## src/rtl/div_operand_sequencer.sv

```systemverilog
// div_operand_sequencer
// Assembles a 16-bit dividend and an 8-bit divisor from a byte stream.
// It rejects divide-by-zero and quotient overflow without using the divider.
// Otherwise it drives op1/op2, waits DIV_LATENCY cycles for the divider and
// then presents the captured quotient with an error code.
module div_operand_sequencer #(
   parameter int DIV_LATENCY = 2
) (
   input  logic        clk,
   input  logic        rst,
   input  logic [7:0]  in_data,
   input  logic        in_valid,
   output logic        in_ready,
   output logic [15:0] op1,
   output logic [7:0]  op2,
   input  logic [7:0]  div_res,
   output logic [7:0]  out_data,
   output logic [1:0]  out_err,
   output logic        out_valid,
   input  logic        out_ready,
   output logic        busy
);

   typedef enum logic [2:0] {
      S_IDLE,
      S_GOT_HI,
      S_GOT_LO,
      S_CHECK,
      S_WAIT,
      S_OUT
   } state_t;

   localparam logic [1:0] ERR_OK   = 2'b00;
   localparam logic [1:0] ERR_DIV0 = 2'b01;
   localparam logic [1:0] ERR_OVF  = 2'b10;

   // The counter is loaded with DIV_LATENCY-1 so that WAIT spans DIV_LATENCY edges.
   localparam logic [3:0] LAT_LOAD = 4'(DIV_LATENCY - 1);

   state_t      state_q, state_d;
   logic [15:0] op1_q, op1_d;
   logic [7:0]  op2_q, op2_d;
   logic [3:0]  cnt_q, cnt_d;
   logic [7:0]  out_data_q, out_data_d;
   logic [1:0]  out_err_q, out_err_d;
   logic        out_valid_q, out_valid_d;
   logic        accept;

   // Bytes are accepted only in the three assembly states, and never while reset is held.
   assign in_ready = rst & ((state_q == S_IDLE) | (state_q == S_GOT_HI) | (state_q == S_GOT_LO));
   assign accept   = in_valid & in_ready;
   assign busy     = (state_q != S_IDLE);

   assign op1       = op1_q;
   assign op2       = op2_q;
   assign out_data  = out_data_q;
   assign out_err   = out_err_q;
   assign out_valid = out_valid_q;

   // Next-state and next-output computation for the sequencer FSM.
   always_comb begin
      state_d     = state_q;
      op1_d       = op1_q;
      op2_d       = op2_q;
      cnt_d       = cnt_q;
      out_data_d  = out_data_q;
      out_err_d   = out_err_q;
      out_valid_d = out_valid_q;
      case (state_q)
         S_IDLE: begin
            if (accept) begin
               op1_d[15:8] = in_data;
               state_d     = S_GOT_HI;
            end
         end
         S_GOT_HI: begin
            if (accept) begin
               op1_d[7:0] = in_data;
               state_d    = S_GOT_LO;
            end
         end
         S_GOT_LO: begin
            if (accept) begin
               op2_d   = in_data;
               state_d = S_CHECK;
            end
         end
         S_CHECK: begin
            if (op2_q == 8'h00) begin
               out_data_d  = 8'hFF;
               out_err_d   = ERR_DIV0;
               out_valid_d = 1'b1;
               state_d     = S_OUT;
            end else if (op1_q[15:8] >= op2_q) begin
               // A high byte at or above the divisor means the quotient needs more than 8 bits.
               out_data_d  = 8'hFF;
               out_err_d   = ERR_OVF;
               out_valid_d = 1'b1;
               state_d     = S_OUT;
            end else begin
               cnt_d   = LAT_LOAD;
               state_d = S_WAIT;
            end
         end
         S_WAIT: begin
            if (cnt_q == 4'd0) begin
               out_data_d  = div_res;
               out_err_d   = ERR_OK;
               out_valid_d = 1'b1;
               state_d     = S_OUT;
            end else begin
               cnt_d = cnt_q - 4'd1;
            end
         end
         S_OUT: begin
            if (out_ready) begin
               out_valid_d = 1'b0;
               state_d     = S_IDLE;
            end
         end
         default: begin
            out_valid_d = 1'b0;
            state_d     = S_IDLE;
         end
      endcase
   end

   // State and output registers; reset discards any partial or pending operation.
   always_ff @(posedge clk or negedge rst) begin
      if (!rst) begin
         state_q     <= S_IDLE;
         op1_q       <= 16'h0000;
         op2_q       <= 8'h00;
         cnt_q       <= 4'd0;
         out_data_q  <= 8'h00;
         out_err_q   <= 2'b00;
         out_valid_q <= 1'b0;
      end else begin
         state_q     <= state_d;
         op1_q       <= op1_d;
         op2_q       <= op2_d;
         cnt_q       <= cnt_d;
         out_data_q  <= out_data_d;
         out_err_q   <= out_err_d;
         out_valid_q <= out_valid_d;
      end
   end

endmodule
```

## config.mk

```make
export PLATFORM = sky130hd
export DESIGN_NAME = div_operand_sequencer
export DESIGN_NICKNAME = d
export VERILOG_FILES = /design/src/rtl/div_operand_sequencer.sv
export SDC_FILE = /design/constraint.sdc
export NUM_CORES = 1
export LEC_CHECK = 0
export ABC_AREA = 1
export CAP_MARGIN = 25
export CORE_ASPECT_RATIO = 0.7
export CORE_UTILIZATION = 45
export CTS_CLUSTER_SIZE = 40
export DETAILED_ROUTE_END_ITERATION = 12
export PLACE_DENSITY = 0.75
export SLEW_MARGIN = 20
export SYNTH_ARGS = -nofsm -noshare
export SYNTH_HDL_FRONTEND = slang
export SYNTH_SLANG_ARGS = --single-unit
export TNS_END_PERCENT = 20
```

## constraint.sdc

```tcl
create_clock -name clk -period 3.4 [get_ports clk]
set_clock_uncertainty 0.15 [all_clocks]
set_input_delay 0.68 -clock clk [delete_from_list [all_inputs] [get_ports clk]]
set_output_delay 0.68 -clock clk [all_outputs]
set_load 0.005 [all_outputs]
```

# After elaboration in Yosys (flattened, before gate mapping)
# Index checks and enable logic that the tools add are counted.
# W data, S select, Z words.
[word_totals]
out_inout_bits = 37
register_bits = 42
in_bits = 20
[op_classes]
mux = 25
n_lt_le_gt_ge = 1
n_eq_ne = 14
bitwise_logic = 5
add_sub_neg = 1
reduce_logical = 13
[op_table]
columns = ["cell", "count"]
rows = [
  ["$mux W8", 3],
  ["$pmux W3 S6", 1],
  ["$ne A2 B2 Y1 const B", 8],
  ["$pmux W8 S2", 1],
  ["$mux W3", 5],
  ["$mux W4", 3],
  ["$ge A8 B8 Y1", 1],
  ["$logic_not A8 Y1", 1],
  ["$pmux W4 S2", 1],
  ["$reduce_and A4 Y1", 2],
  ["$eq A3 B2 Y1 const B", 2],
  ["$eq A3 B3 Y1 const B", 2],
  ["$mux W1", 6],
  ["$mux W2", 3],
  ["$reduce_and A2 Y1", 3],
  ["$reduce_and A5 Y1", 1],
  ["$logic_not A4 Y1", 1],
  ["$pmux W1 S4", 1],
  ["$pmux W2 S2", 1],
  ["$sub A4 B1 Y4 const B", 1],
  ["$eq A3 B1 Y1 const B", 1],
  ["$logic_not A3 Y1", 1],
  ["$ne A3 B3 Y1 const B", 1],
  ["$reduce_and A3 Y1", 1],
  ["6 further kinds", 8],
]

# Logic depth before layout (Yosys ltp)
[depth]
word_depth = 7
ltp_mapped = 13
ltp_nobuf = 13

# Least setup slack after synthesis
# OpenSTA, ideal clock, no wires.
[synth_timing]
kind = "register -> register"
start = "register op2_q[7] (netlist: op2[7])"
end = "register out_data_q[0] (netlist: out_data[0])"
arrival_time_ps = 1506
period_less_slack_ps = 1721
slack_ps = 1679
stages_incl_launch_ff = 13
t_required_ps = 3185
cell_sequence = "dfrtp_1 -> inv_1 -> ha_1 -> nand2_1 -> inv_1 -> nand2_1 -> nand2_1 -> nor2_1 -> nand2_1 -> nand2_1 -> buf_2 -> nand3_1 -> nand2_1"
[synth_between]
elab_chain_len = 3
[synth_lines]
columns = ["element", "line_no", "text"]
rows = [
  ["start, declared", "42", "logic [7:0] op2_q, op2_d;"],
  ["start signal, assigned", "141", "op2_q <= op2_d;"],
  ["$ge A8 B8 Y1 or $logic_not A8 Y1 (tied branches)", "94, 89", ""],
  ["$ne A3 B3 Y1 (no source line) or $mux W8 (tied branches)", "--", ""],
  ["$reduce_and A3 Y1 (no source line) or $pmux W8 S2 (tied branches)", "--", ""],
  ["end signal, assigned", "143", "out_data_q <= out_data_d;"],
  ["end, declared", "44", "logic [7:0] out_data_q, out_data_d;"],
]
# Parallel ways exist; a longest one is shown, timed or not.
# A chain may end at the register's enable or synchronous reset.

# Final worst setup path
[layout_timing]
start = "register state_q[0]"
end = "output busy"
[layout_between]
elab_chain_len = 1
[layout_lines]
columns = ["element", "line_no", "text"]
rows = [
  ["start, declared", "40", "state_t state_q, state_d;"],
  ["start signal, assigned", "139", "state_q <= state_d;"],
  ["$reduce_bool A3 Y1", "52", "assign busy = (state_q != S_IDLE);"],
  ["end, declared", "21", "output logic busy"],
]
# Every way passes these cells.

==> results.yml <==
outcome:
  run_status: "finished, final reports clean"
critical_path:
  kind_of_critical_path: "flop to output pin"
  endpoint: "busy"
  setup.reg_to_reg.worst_slack_ns: 1.20
  worstSetupEndpointType: "output pin"
  required_ns: 2.57
  timing.critical_path.max_delay_family: "flip-flops"
  reg2regPathDepth: 12
  critical-path-max-stage-delay_ns: 0.47
  critical_path_depth: 3
  critical_path_peak_fanout: 6
  worstReg2RegEnd: "out_data[0]"
  sum_of_buffers_and_inverters_on_the_critical_path: 1
  regToRegStartpoint: "op2[7]"
  timing.critical_path.from: "state_q[0]"
  cp_slowest_cell: "sky130_fd_sc_hd__dfrtp_1"
  arrival_ns: 1.61
  worstSetupStartpointType: "flop"
  crit_chain: "nor2_2 -> nand2_1 -> clkdlybuf4s50_1"
placement:
  placedInstanceArea_sq_mm: 0.00275
  dp_hpwl_um: 3390
  portBuffers: 56
  gp_congestion: 0.786
clock_tree:
  cts.sinks: 42
  cts_max_path_buffers: 2
  cts_inserted_buffers: 5
  postCtsSetupBuffers: 0
  cts_tree: "yes"
  clock-root-buffer: "sky130_fd_sc_hd__clkbuf_8"
  cts_hold_buf: 0
  post_cts.resized_instances: 0
  h-tree-depth: 2
  cts.reportedPaths.clkPinSlew_ns: 0.08
  clk-insertion-delay-late_ns: 0.30
global_route:
  antenna_found_initial: 0
  remaining_global_route_overflow: 0
  grt_start_max_net_pins: 43
  grt.total_usage_pct: 20.2
  met2_track_demand_over_resource_pct: 30.0
  busiest_layer: "met2"
  gr-usage-met3_pct: 4.56
  grt_pass1_vias: 1646
  grtUsageMet1_pct: 29.1
  grt_first_pass_wirelength_um: 7660
sta:
  post-route-min-period_ns: 2.44
  slew_headroom_pct: 64.9
  final_max_slew_viol_count: 0
  hold_viol: 0
  setup_tns_ns: 0
  max_freq_ghz: 0.409
  final_setup_violation_count: 0
  grt_setup_unrepaired: "false"
  post_route_clock_period_utilization_pct: 71.9
  worst_pin_slew_ns: 0.526
cells_and_area:
  layout-area-overhead-vs-synth_pct: 34.4
  nets: 349
  drive_gt1_share_pct: 11.9
  final_core_util_pct: 65.0
  antenna_fix_cells: 0
  layout.cell_area.non_filler_sq_mm: 0.00290
die:
  floorplan.io_pins: 57
  cell_row_count: 20
  floorplan.initialDensity_pct: 48.4
  die_h_um: 59.9
  die_area_sq_mm: 0.00507
  core_area_sq_mm: 0.00445
  die_width_um: 84.7
yosys:
  synth-seq-area-share_pct: 48.8
  synth_fp_nets: 290
  synthesis.area_per_instance_sq_um: 8.29
  post_synth_inst_count: 260
  netlist-cell-type-count: 27
  number_of_synthesized_flops_with_an_enable_pin: 0
  mapped_cell_area_sq_mm: 0.00215
  synth_seq_cells: 42
  dominantRegCellSynth: "sky130_fd_sc_hd__dfrtp_1"
  share_of_async_settable_or_async_resettable_flops_after_synthesis_pct: 100
  synth.yosys.warnings: 0
drt:
  drt-pass1-iter-count: 6
  via_to_cell_ratio: 4.74
  detail_route.wirelength_um: 4570
  ant_nets: 0
  post_drt_wl_per_cell_um: 12.2
  first_iter_violations: 55
  detail_route.drc_violations: 0
  via_count: 1779
power:
  power.density_mw_per_mm2: 958
  static-leakage-power_nw: 1.46
  fin_total_pwr_mw: 2.77
  irDropWorstVdd_mv: 0.459
hold_path:
  min_path_type: "flop to flop"
  min_delay_path_depth: 2
job:
  drv.max_cap_violation_count: 0
tightest hold or removal path, delay by kind of cell, from the launching register on:
family | cells | cell delay [ns]
flip-flops | 1 | 0.34
AND/OR/NAND/NOR | 2 | 0.13
synthesized netlist by cell type (2+ instances only):
| cell type | n | area (sq um) |
|---|---|---|
| sky130_fd_sc_hd__nand2_1 | 74 | 278 |
| sky130_fd_sc_hd__inv_2 | 3 | 11.3 |
| sky130_fd_sc_hd__o21ai_0 | 2 | 10.0 |
| sky130_fd_sc_hd__dfrtp_1 | 42 | 1050 |
| sky130_fd_sc_hd__or2_2 | 8 | 50.1 |
| sky130_fd_sc_hd__nand2_4 | 5 | 56.3 |
| sky130_fd_sc_hd__a21oi_2 | 3 | 26.3 |
| sky130_fd_sc_hd__o21ai_1 | 16 | 80.1 |
| sky130_fd_sc_hd__buf_2 | 3 | 15.0 |
| sky130_fd_sc_hd__nand3_1 | 15 | 75.1 |
| sky130_fd_sc_hd__inv_4 | 2 | 12.5 |
| sky130_fd_sc_hd__nor3_1 | 2 | 10.0 |
| sky130_fd_sc_hd__inv_1 | 33 | 124 |
| sky130_fd_sc_hd__nor2_4 | 2 | 22.5 |
| sky130_fd_sc_hd__a21oi_1 | 7 | 35.0 |
| sky130_fd_sc_hd__ha_1 | 10 | 125 |
| sky130_fd_sc_hd__nor2_2 | 2 | 12.5 |
| sky130_fd_sc_hd__nor2_1 | 22 | 82.6 |
registers in the layout, indices dropped and copies added (netlist names):
register   cells
cnt_q          4
op1           16
op2            8
out_data       8
out_err        2
out_valid      1
state_q        3
cells in the final DEF (no fill, tap or decap):
| cell type | instances |
|---|---|
| sky130_fd_sc_hd__nor2_2 | 2 |
| sky130_fd_sc_hd__inv_1 | 33 |
| sky130_fd_sc_hd__xor2_1 | 1 |
| sky130_fd_sc_hd__inv_4 | 2 |
| sky130_fd_sc_hd__clkdlybuf4s50_1 | 55 |
| sky130_fd_sc_hd__nor2_1 | 22 |
| sky130_fd_sc_hd__nor2_4 | 2 |
| sky130_fd_sc_hd__o21ai_1 | 16 |
| sky130_fd_sc_hd__o21ai_0 | 2 |
| sky130_fd_sc_hd__or2_2 | 8 |
| sky130_fd_sc_hd__nand2_4 | 5 |
| sky130_fd_sc_hd__ha_1 | 10 |
| sky130_fd_sc_hd__clkbuf_8 | 6 |
| sky130_fd_sc_hd__a21oi_2 | 3 |
| sky130_fd_sc_hd__nand3b_1 | 1 |
| sky130_fd_sc_hd__nand3_2 | 1 |
| sky130_fd_sc_hd__o21bai_1 | 1 |
| sky130_fd_sc_hd__nand2_2 | 1 |
| sky130_fd_sc_hd__a21oi_1 | 7 |
| sky130_fd_sc_hd__nor3_2 | 1 |
| sky130_fd_sc_hd__xnor2_1 | 1 |
| sky130_fd_sc_hd__bufinv_16 | 2 |
| sky130_fd_sc_hd__nor3_1 | 2 |
| sky130_fd_sc_hd__dfrtp_1 | 42 |
| sky130_fd_sc_hd__buf_2 | 1 |
| sky130_fd_sc_hd__buf_4 | 1 |
| sky130_fd_sc_hd__nand2_1 | 74 |
| sky130_fd_sc_hd__inv_2 | 3 |
| sky130_fd_sc_hd__nand3_1 | 15 |
cell families after synthesis:
| group | Yosys count | share of synthesized area [%] |
|---|---|---|
| simple gates | 134 | 28.8 |
| buf+inv | 43 | 8.42 |
| flops | 42 | 48.8 |
| compound gates | 29 | 7.38 |
| fa+ha+maj | 10 | 5.81 |
| xor+xnor | 2 | 0.813 |
routing by layer:
layer	up-vias	wire (um)
met2	40	1900
met5	-	0
met4	0	65
met3	7	167
li1	923	-
met1	809	2430
layout make-up:
| class | count | area [sq um] |
|---|---|---|
| repair buffers | 57 | 563 |
| multi-input cells | 175 | 922 |
| well taps | 55 | 68.8 |
| inverters | 38 | 148 |
| fillers | 390 | 1560 |
| clock buffers | 6 | 82.6 |
| clock inverters | 2 | 60.1 |
| flip-flops and latches | 42 | 1050 |
worst min-delay path by stage:
stage	end	startpoint	slack [ns]
floorplan	cnt_q[0]	rst	0.23
global placement	out_valid	out_valid	0.31
detailed placement	out_err[0]	out_err[0]	0.34
CTS	out_err[0]	out_err[0]	0.36
global route	op1[5]	op1[5]	0.39
finish	out_err[0]	out_err[0]	0.35
stage by stage:
| stage | hold slack (ns) | cells | setup slack, ns |
|---|---|---|---|
| after global routing | 0.385 | 375 | 0.860 |
| after global placement | 0.314 | 367 | 1.05 |
| after CTS | 0.356 | 375 | 0.940 |
| after detailed placement | 0.339 | 367 | 1.05 |
| final | 0.354 | 375 | 0.956 |
| after floorplan | 0.234 | 260 | 1.68 |
where the power goes:
group	internal (mW)	switching [mW]	total, mW
logic	0.703	0.646	1.35
registers	0.738	0.197	0.935
clock network	0.313	0.175	0.489
No activity file was read; power rests on OpenSTA's default activity.
